<file path="src/rtl/debounced_toggle_pkg.sv">
// -----------------------------------------------------------------------------
// debounced_toggle_pkg
//   Shared definitions for the pushbutton blocks: debounce FSM state encoding,
//   the short debounce length used by simulation benches, and a helper that
//   maps an FSM state to the debounced button level.
// -----------------------------------------------------------------------------
package debounced_toggle_pkg;

    // Debounce FSM state encoding (kept as plain constants for legacy tools).
    localparam logic [1:0] ST_IDLE         = 2'd0;  // stable released
    localparam logic [1:0] ST_PRESS_WAIT   = 2'd1;  // candidate press, counting
    localparam logic [1:0] ST_HELD         = 2'd2;  // stable pressed
    localparam logic [1:0] ST_RELEASE_WAIT = 2'd3;  // candidate release, counting

    // Debounce length used by benches so a press resolves in a handful of cycles.
    localparam int DEBOUNCE_CYCLES_SIM = 4;

    // Debounced level implied by a state: the level only changes once a
    // transition has been accepted, so both wait states report the old level.
    function automatic logic state_level(input logic [1:0] state);
        return (state == ST_HELD) || (state == ST_RELEASE_WAIT);
    endfunction

endpackage : debounced_toggle_pkg

</file>
<file path="src/rtl/btn_synchronizer.sv">
// -----------------------------------------------------------------------------
// btn_synchronizer
//   Multi-flop synchroniser bringing an asynchronous pushbutton into the clk
//   domain. Reused by the lab's button blocks.
// Ports
//   clk     in  1  system clock
//   rst     in  1  synchronous, active-high reset; clears every stage
//   btn_i   in  1  raw asynchronous button level
//   sync_o  out 1  synchronised level (last stage of the chain)
// -----------------------------------------------------------------------------
module btn_synchronizer #(
    parameter int SYNC_STAGES = 2   // legal range >= 2
) (
    input  logic clk,
    input  logic rst,
    input  logic btn_i,
    output logic sync_o
);

    logic [SYNC_STAGES-1:0] sync_q;

    // NOTE: sequential state is always written with non-blocking assignments so
    // every flop samples its input from before the edge, whatever the statement order.
    always_ff @(posedge clk) begin
        if (rst) begin
            sync_q <= '0;
        end else begin
            sync_q <= {sync_q[SYNC_STAGES-2:0], btn_i};
        end
    end

    assign sync_o = sync_q[SYNC_STAGES-1];

endmodule : btn_synchronizer

</file>
<file path="src/rtl/debounced_toggle.sv">
// -----------------------------------------------------------------------------
// debounced_toggle
//   T-flip-flop driven by a raw pushbutton: the button is synchronised,
//   debounced by a 4-state FSM with a stability counter, and every accepted
//   press (while en = 1) inverts toggle_out and emits a one-cycle pulse.
// Ports
//   clk           in  1  system clock, single domain
//   rst           in  1  synchronous, active-high reset
//   btn_in        in  1  raw asynchronous pushbutton, 1 = pressed
//   en            in  1  toggle enable, sampled in the cycle a press is accepted
//   toggle_out    out 1  stored bit, inverted on each enabled accepted press
//   toggle_pulse  out 1  one-cycle high on each enabled accepted press
//   btn_level     out 1  debounced button level
// All outputs come straight from flops; nothing combinational from btn_in/en.
// -----------------------------------------------------------------------------
module debounced_toggle
    import debounced_toggle_pkg::*;
#(
    parameter int   DEBOUNCE_CYCLES = 1_000_000,  // legal range >= 2
    parameter int   CNT_W           = 20,         // 2**CNT_W > DEBOUNCE_CYCLES
    parameter int   SYNC_STAGES     = 2,          // legal range >= 2
    parameter logic INIT_STATE      = 1'b0
) (
    input  logic clk,
    input  logic rst,
    input  logic btn_in,
    input  logic en,
    output logic toggle_out,
    output logic toggle_pulse,
    output logic btn_level
);

    localparam logic [CNT_W-1:0] CNT_ONE  = CNT_W'(1);
    localparam logic [CNT_W-1:0] CNT_LAST = CNT_W'(DEBOUNCE_CYCLES - 1);

    logic             s;
    logic [1:0]       state_q, state_d;
    logic [CNT_W-1:0] cnt_q, cnt_d;
    logic             toggle_q, toggle_d;
    logic             pulse_q, pulse_d;
    logic             level_q, level_d;
    logic             press_accept;

    btn_synchronizer #(
        .SYNC_STAGES (SYNC_STAGES)
    ) u_sync (
        .clk    (clk),
        .rst    (rst),
        .btn_i  (btn_in),
        .sync_o (s)
    );

    // The counter holds the number of consecutive cycles s has shown the new
    // level; entering a wait state counts the first such cycle, so acceptance
    // happens when the DEBOUNCE_CYCLES-th stable sample is seen. Any reversal
    // clears it, so it never exceeds DEBOUNCE_CYCLES-1 and cannot wrap.
    always_comb begin
        // NOTE: every variable gets a default before the case so no path leaves
        // it unassigned; otherwise synthesis would infer a latch.
        state_d      = state_q;
        cnt_d        = cnt_q;
        press_accept = 1'b0;

        case (state_q)
            ST_IDLE: begin
                if (s) begin
                    state_d = ST_PRESS_WAIT;
                    cnt_d   = CNT_ONE;
                end
            end
            ST_PRESS_WAIT: begin
                if (!s) begin
                    state_d = ST_IDLE;
                    cnt_d   = '0;
                end else if (cnt_q == CNT_LAST) begin
                    state_d      = ST_HELD;
                    cnt_d        = '0;
                    press_accept = 1'b1;
                end else begin
                    cnt_d = cnt_q + CNT_ONE;
                end
            end
            ST_HELD: begin
                if (!s) begin
                    state_d = ST_RELEASE_WAIT;
                    cnt_d   = CNT_ONE;
                end
            end
            ST_RELEASE_WAIT: begin
                if (s) begin
                    state_d = ST_HELD;
                    cnt_d   = '0;
                end else if (cnt_q == CNT_LAST) begin
                    state_d = ST_IDLE;
                    cnt_d   = '0;
                end else begin
                    cnt_d = cnt_q + CNT_ONE;
                end
            end
            default: begin
                state_d = ST_IDLE;
                cnt_d   = '0;
            end
        endcase

        // Only an enabled press acts; release acceptance never toggles.
        pulse_d  = press_accept & en;
        toggle_d = toggle_q ^ pulse_d;
        level_d  = state_level(state_d);
    end

    always_ff @(posedge clk) begin
        if (rst) begin
            state_q  <= ST_IDLE;
            cnt_q    <= '0;
            toggle_q <= INIT_STATE;
            pulse_q  <= 1'b0;
            level_q  <= 1'b0;
        end else begin
            state_q  <= state_d;
            cnt_q    <= cnt_d;
            toggle_q <= toggle_d;
            pulse_q  <= pulse_d;
            level_q  <= level_d;
        end
    end

    assign toggle_out   = toggle_q;
    assign toggle_pulse = pulse_q;
    assign btn_level    = level_q;

endmodule : debounced_toggle

</file>
<file path="config.mk">
export PLATFORM = sky130hd
export DESIGN_NAME = debounced_toggle
export DESIGN_NICKNAME = d
export VERILOG_FILES = /design/src/rtl/debounced_toggle_pkg.sv /design/src/rtl/btn_synchronizer.sv /design/src/rtl/debounced_toggle.sv
export SDC_FILE = /design/constraint.sdc
export NUM_CORES = 1
export LEC_CHECK = 0
export BUFFER_PORTS_ARGS = -buffer_cell sky130_fd_sc_hd__buf_4
export CAP_MARGIN = 20
export CORE_ASPECT_RATIO = 2
export CORE_MARGIN = 3
export CORE_UTILIZATION = 46
export DETAILED_ROUTE_END_ITERATION = 7
export PLACE_DENSITY = 0.64
export SLEW_MARGIN = 40
export SYNTH_ARGS = -nofsm -noshare
export SYNTH_HDL_FRONTEND = slang
export SYNTH_SLANG_ARGS = --single-unit
</file>
<file path="constraint.sdc">
create_clock -name clk -period 4.75 [get_ports clk]
set_input_delay 0 -clock clk [delete_from_list [all_inputs] [get_ports clk]]
set_output_delay 0 -clock clk [all_outputs]
set_load 0.01 [all_outputs]
</file>
# Word-level counts from Yosys, hierarchy flattened
# Cells that the tools add are included.
# classes
add_sub_neg	1
eq_ne	8
n_mux	16
bitwise	2
n_reduce_logical	3
# ops
cell	n
two-way mux 20 bit	5
case mux 20 bit (4 select lines)	1
adder 20 x 1 -> 20 bit, second input constant	1
== test 20 bit, second input constant	1
two-way mux 2 bit	6
== test 2 bit, second input constant	4
case mux 2 bit (4 select lines)	1
two-way mux 1 bit	3
== test 2 x 1 -> 1 bit, second input constant	1
logical NOT 2 bit	1
!= test 2 x 1 -> 1 bit, second input constant	1
!= test 2 bit, second input constant	1
AND reduction 2 bit	1
bitwise AND 1 bit	1
logical OR 1 bit	1
bitwise XOR 1 bit	1
# totals
ff_bits	27
input_bits	4
out_inout_bits	3

# Depth between registers and ports, before layout
# depth
depth_word	6
ltp_mapped	6
ltp_nobuf	6

# By module
# Synthesis repeated with hierarchy kept, for this count alone.
# unflattened
cells_unflattened	158
hier_area_um2	1315.0
# by_module_without_submodules
mod	instances	cells_each	area_per_inst_um2	seq_area_each_um2
debounced_toggle	1	154	1262.5	500.5
btn_synchronizer	1	4	52.6	40.0

# Least setup slack after synthesis
# No wires, ideal clock.
# synth_timing
kind	reg-to-reg
start	reg cnt_q[0]
end	reg toggle_q, in the netlist toggle_out
setup_ps	71
arrival_time_ps	1711
required_time_ps	4679
path_slack_ps	2969
stages_incl_launch_ff	7
path_buffers	0
cell_sequence	dfxtp_1 ha_1 inv_1 nor3_2 nand4_2 or4_1 a21oi_1
# synth_between
elab_chain_len	6
# synth_rtl
item	line_no	rtl
start: declaration	debounced_toggle.sv:38	logic [CNT_W-1:0] cnt_q, cnt_d;
start signal: assignment	debounced_toggle.sv:121	cnt_q <= cnt_d;
== test 20 bit	debounced_toggle.sv:75	end else if (cnt_q == CNT_LAST) begin
two-way mux 1 bit	debounced_toggle.sv:75	
two-way mux 1 bit	debounced_toggle.sv:72	if (!s) begin
two-way mux 1 bit	debounced_toggle.sv:64	case (state_q)
bitwise AND 1 bit	debounced_toggle.sv:107	pulse_d = press_accept & en;
bitwise XOR 1 bit	debounced_toggle.sv:108	toggle_d = toggle_q ^ pulse_d;
end signal: assignment	debounced_toggle.sv:122	toggle_q <= toggle_d;
end: declaration	debounced_toggle.sv:39	logic toggle_q, toggle_d;
# Every way passes these cells.
# A chain may end at the register's enable or synchronous reset.

# Worst setup path after layout
# layout_timing
start	reg cnt_q[0]
end	reg cnt_q[18]
# layout_between
elab_chain_len	4
# layout_rtl
item	line_no
adder 20 x 1 -> 20 bit / == test 20 bit (equally long branches)	--
two-way mux 20 bit *	debounced_toggle.sv:75, debounced_toggle.sv:93
two-way mux 20 bit, on equally long branches	debounced_toggle.sv:90, debounced_toggle.sv:72
case mux 20 bit (4 select lines) *	debounced_toggle.sv:64
# Every way passes the cells marked *; elsewhere a longest branch is shown, timed or not.

==> impl_metrics.yaml <==
logic_synthesis:
  synth_cells: 148
  syn_avg_cell_area_um2: 8.632
  synth_edf_count: 0
  synthFlopType: "dfxtp_1"
  seq_area_frac_synth: 0.4231
  syn_area_um2: 1277
  synth.top_cells.by_area: "dfxtp_1 (42%), nor2_1 (6.2%), xnor2_1 (4.1%)"
  yosysMostFrequentCell: "dfxtp_1"
  syn-num-nets: 153
  synth_seq_cells: 27
  ys_types: 39
  yosysWarningCount: 0
  synth_area_leader_cell: "dfxtp_1"
  synth_top_area_frac: 0.4231
  synth_async_sr_flop_share: 0
  synth.top_cells.by_count: "dfxtp_1 (27), nor2_1 (21), nand2_1 (13)"
cts:
  post_cts_buffers: 0
  cts_sinks: 27
  tritoncts: "done"
  cts-resized-gates: 0
  root_buffer: "clkbuf_8"
  clock_path_buffers: 2
  clk_latency_ns: 0.27
  cts-buffers-inserted: 3
  cts.reportedPaths.clkPinSlew_ns: 0.09
  htree_num_levels: 1
final_layout:
  area_growth_pct: 9.696
  fill_cells: 264
  diodes: 0
  instances_no_fill: 184
  post_route_cells_drive_above_1_share: 0.1218
  final_nets: 162
  fin_area_um2: 1401
grt:
  antenna_found_initial: 0
  grtUsageTotal: 0.1864
  grt_max_degree: 16
  grt_overflow: 0
  grt_pass1_vias: 1111
  grt_pass1_wl_um: 5030
floorplanning:
  io-pin-count: 7
  placement_rows: 26
  die_height_um: 80.53
  start_util: 0.4909
  core-area_um2: 2603
  die_area_um2: 3484
  die_w_um: 43.27
worst_setup_path:
  critPathArrivalTime_ns: 2.21
  critical_path_class: "flop to flop"
  crit_chain: "ha_1 > inv_1 > nor3_2 > a31oi_1 > o21ai_1 > nor2_1"
  required_ns: 4.89
  cp_max_fo: 10
  path_buf_inv: 1
  cp-end-kind: "flop"
  cp-start-kind: "flop"
  critical-path-max-stage-delay_ns: 0.61
  critical_path.top_delay_family: "compound AO/OA/AOI/OAI gates"
  cp_slowest_cell: "o21ai_1"
placement:
  place_area_um2: 1345
  place_inst: 179
  portBuffers: 6
  hpwlAfterDp_um: 2222
  gp_congestion: 0.8998
sta:
  skew_ns: 0.002455
  grt_setup_unrepaired: "false"
  finalSetupTns_ns: 0
  drv_slew: 0
  period_minus_slack_ns: 2.069
  max_freq_mhz: 483.3
  setup_viol: 0
  hold_viol: 0
  hold_slack_ns: 0.01257
  fin_crit_sh: 0.4356
  max-slew-margin-rel: 0.5073
  worst_pin_slew_ns: 0.7341
detailed_routing:
  routedWlPerCell_um: 16.02
  drc: 0
  vias: 1103
  postRouteAntennaNets: 0
  drt-total-wl_um: 2947
  drt_pre_antenna_iters: 4
  drt_iter0_drc: 19
  viasPerCell: 5.995
power_and_ir_drop:
  p_leak_nw: 0.4649
  ir_drop_uv: 226.7
  p_total_uw: 376.4
  power_density_nw_per_um2: 268.6
min_path:
  hp-class: "input port to flop"
job:
  maxCapViolations: 0
outcome:
  outcome: "complete, no violations"
[cell families after synthesis]
| group | Yosys count | synth area share |
|---|---|---|
| AND/OR/NAND/NOR | 74 | 0.3232 |
| flip-flops | 27 | 0.4231 |
| AO/OA/AOI/OAI | 23 | 0.1136 |
| XOR/XNOR | 13 | 0.09501 |
| buffers and inverters | 9 | 0.02742 |
| multiplexers | 1 | 0.007836 |
| adder cells (fa/ha/maj) | 1 | 0.009793 |
[layout by cell type (no fill, tap or decap), types with 2 or more instances in the layout]
cell type and instances:
buf_4 6, clkbuf_8 3, a22oi_1 2, xor2_1 6
nand2_1 13, a21oi_1 6, xnor2_1 6, nand3_1 4
or3_1 3, nor4_2 2, o21ai_0 2, and3_1 3
nor2b_1 2, o31ai_1 2, dfxtp_1 27, nor2_1 21
nand4_1 8, inv_1 6, o21ai_1 6, and4_1 2
nor3_1 6
[final timing paths]
| check | startpoint | to | slack [ns] | cells after the start |
|---|---|---|---|---|
| setup reg to reg | cnt_q[0]$_SDFFE_PP0P_ | cnt_q[18]$_SDFFE_PP0P_ | 2.68 | 6 |
| hold reg to reg | u_sync.sync_q[0]$_SDFF_PP0_ | u_sync.sync_q[1]$_SDFF_PP0_ | 0.46 | 1 |
| hold / removal | rst | toggle_out$_SDFF_PP0_ | 0.01 | 2 |
| setup / recovery | cnt_q[0]$_SDFFE_PP0P_ | cnt_q[18]$_SDFFE_PP0P_ | 2.68 | 6 |
[worst reg2reg max path, stage by stage, from the launching register on]
cell	delay (ns)
dfxtp_1	0.43
ha_1	0.24
inv_1	0.10
nor3_2	0.29
a31oi_1	0.16
o21ai_1	0.61
nor2_1	0.11
[power breakdown]
part           total [mW]  switching, mW  internal, mW  leakage (nW)
combinational      0.0148        0.00961       0.00521         0.221
sequential          0.229        0.00173         0.228         0.218
clock               0.132         0.0733        0.0588        0.0255
total               0.376         0.0847         0.292         0.465
[state kept, by name (all words and copies together) (netlist names)]
signal,count
btn_level,1
cnt_q,20
state_q,2
toggle_out,1
toggle_pulse,1
u_sync.sync_q,2
[timing repair]
action                     4_1_cts  5_1_grt
setup endpoints to repair        0        0
hold endpoints to repair         1        0
hold buffers                     1        0
[cell type report]
class                           count  area, um2  area share
Inverter                            6      22.52     0.01607
Timing Repair Buffer                7      55.05     0.03929
Tap cell                           28      35.03     0.02500
Clock inverter                      1      5.005    0.003571
Sequential cell                    27      540.5      0.3857
Clock buffer                        3      41.29     0.02946
Multi-Input combinational cell    112      701.9      0.5009
[layer usage]
metal / track usage / wire length [um] / vias up
li1: - / - / 544
met1: 0.1942 / 1144 / 531
met2: 0.3635 / 1685 / 22
met3: 0.02242 / 74 / 6
met4: 0.06042 / 42 / 0
met5: 0 / 0 / -
[stage by stage]
stage | setup WS, ns | utilization
CTS | 2.659 | 0.5385
floorplan | 2.969 | -
global route | 2.394 | 0.5385
finish | 2.681 | 0.5385
global placement | 2.817 | 0.5168
detailed placement | 2.673 | 0.5168
(Power assumes the default switching activity.)
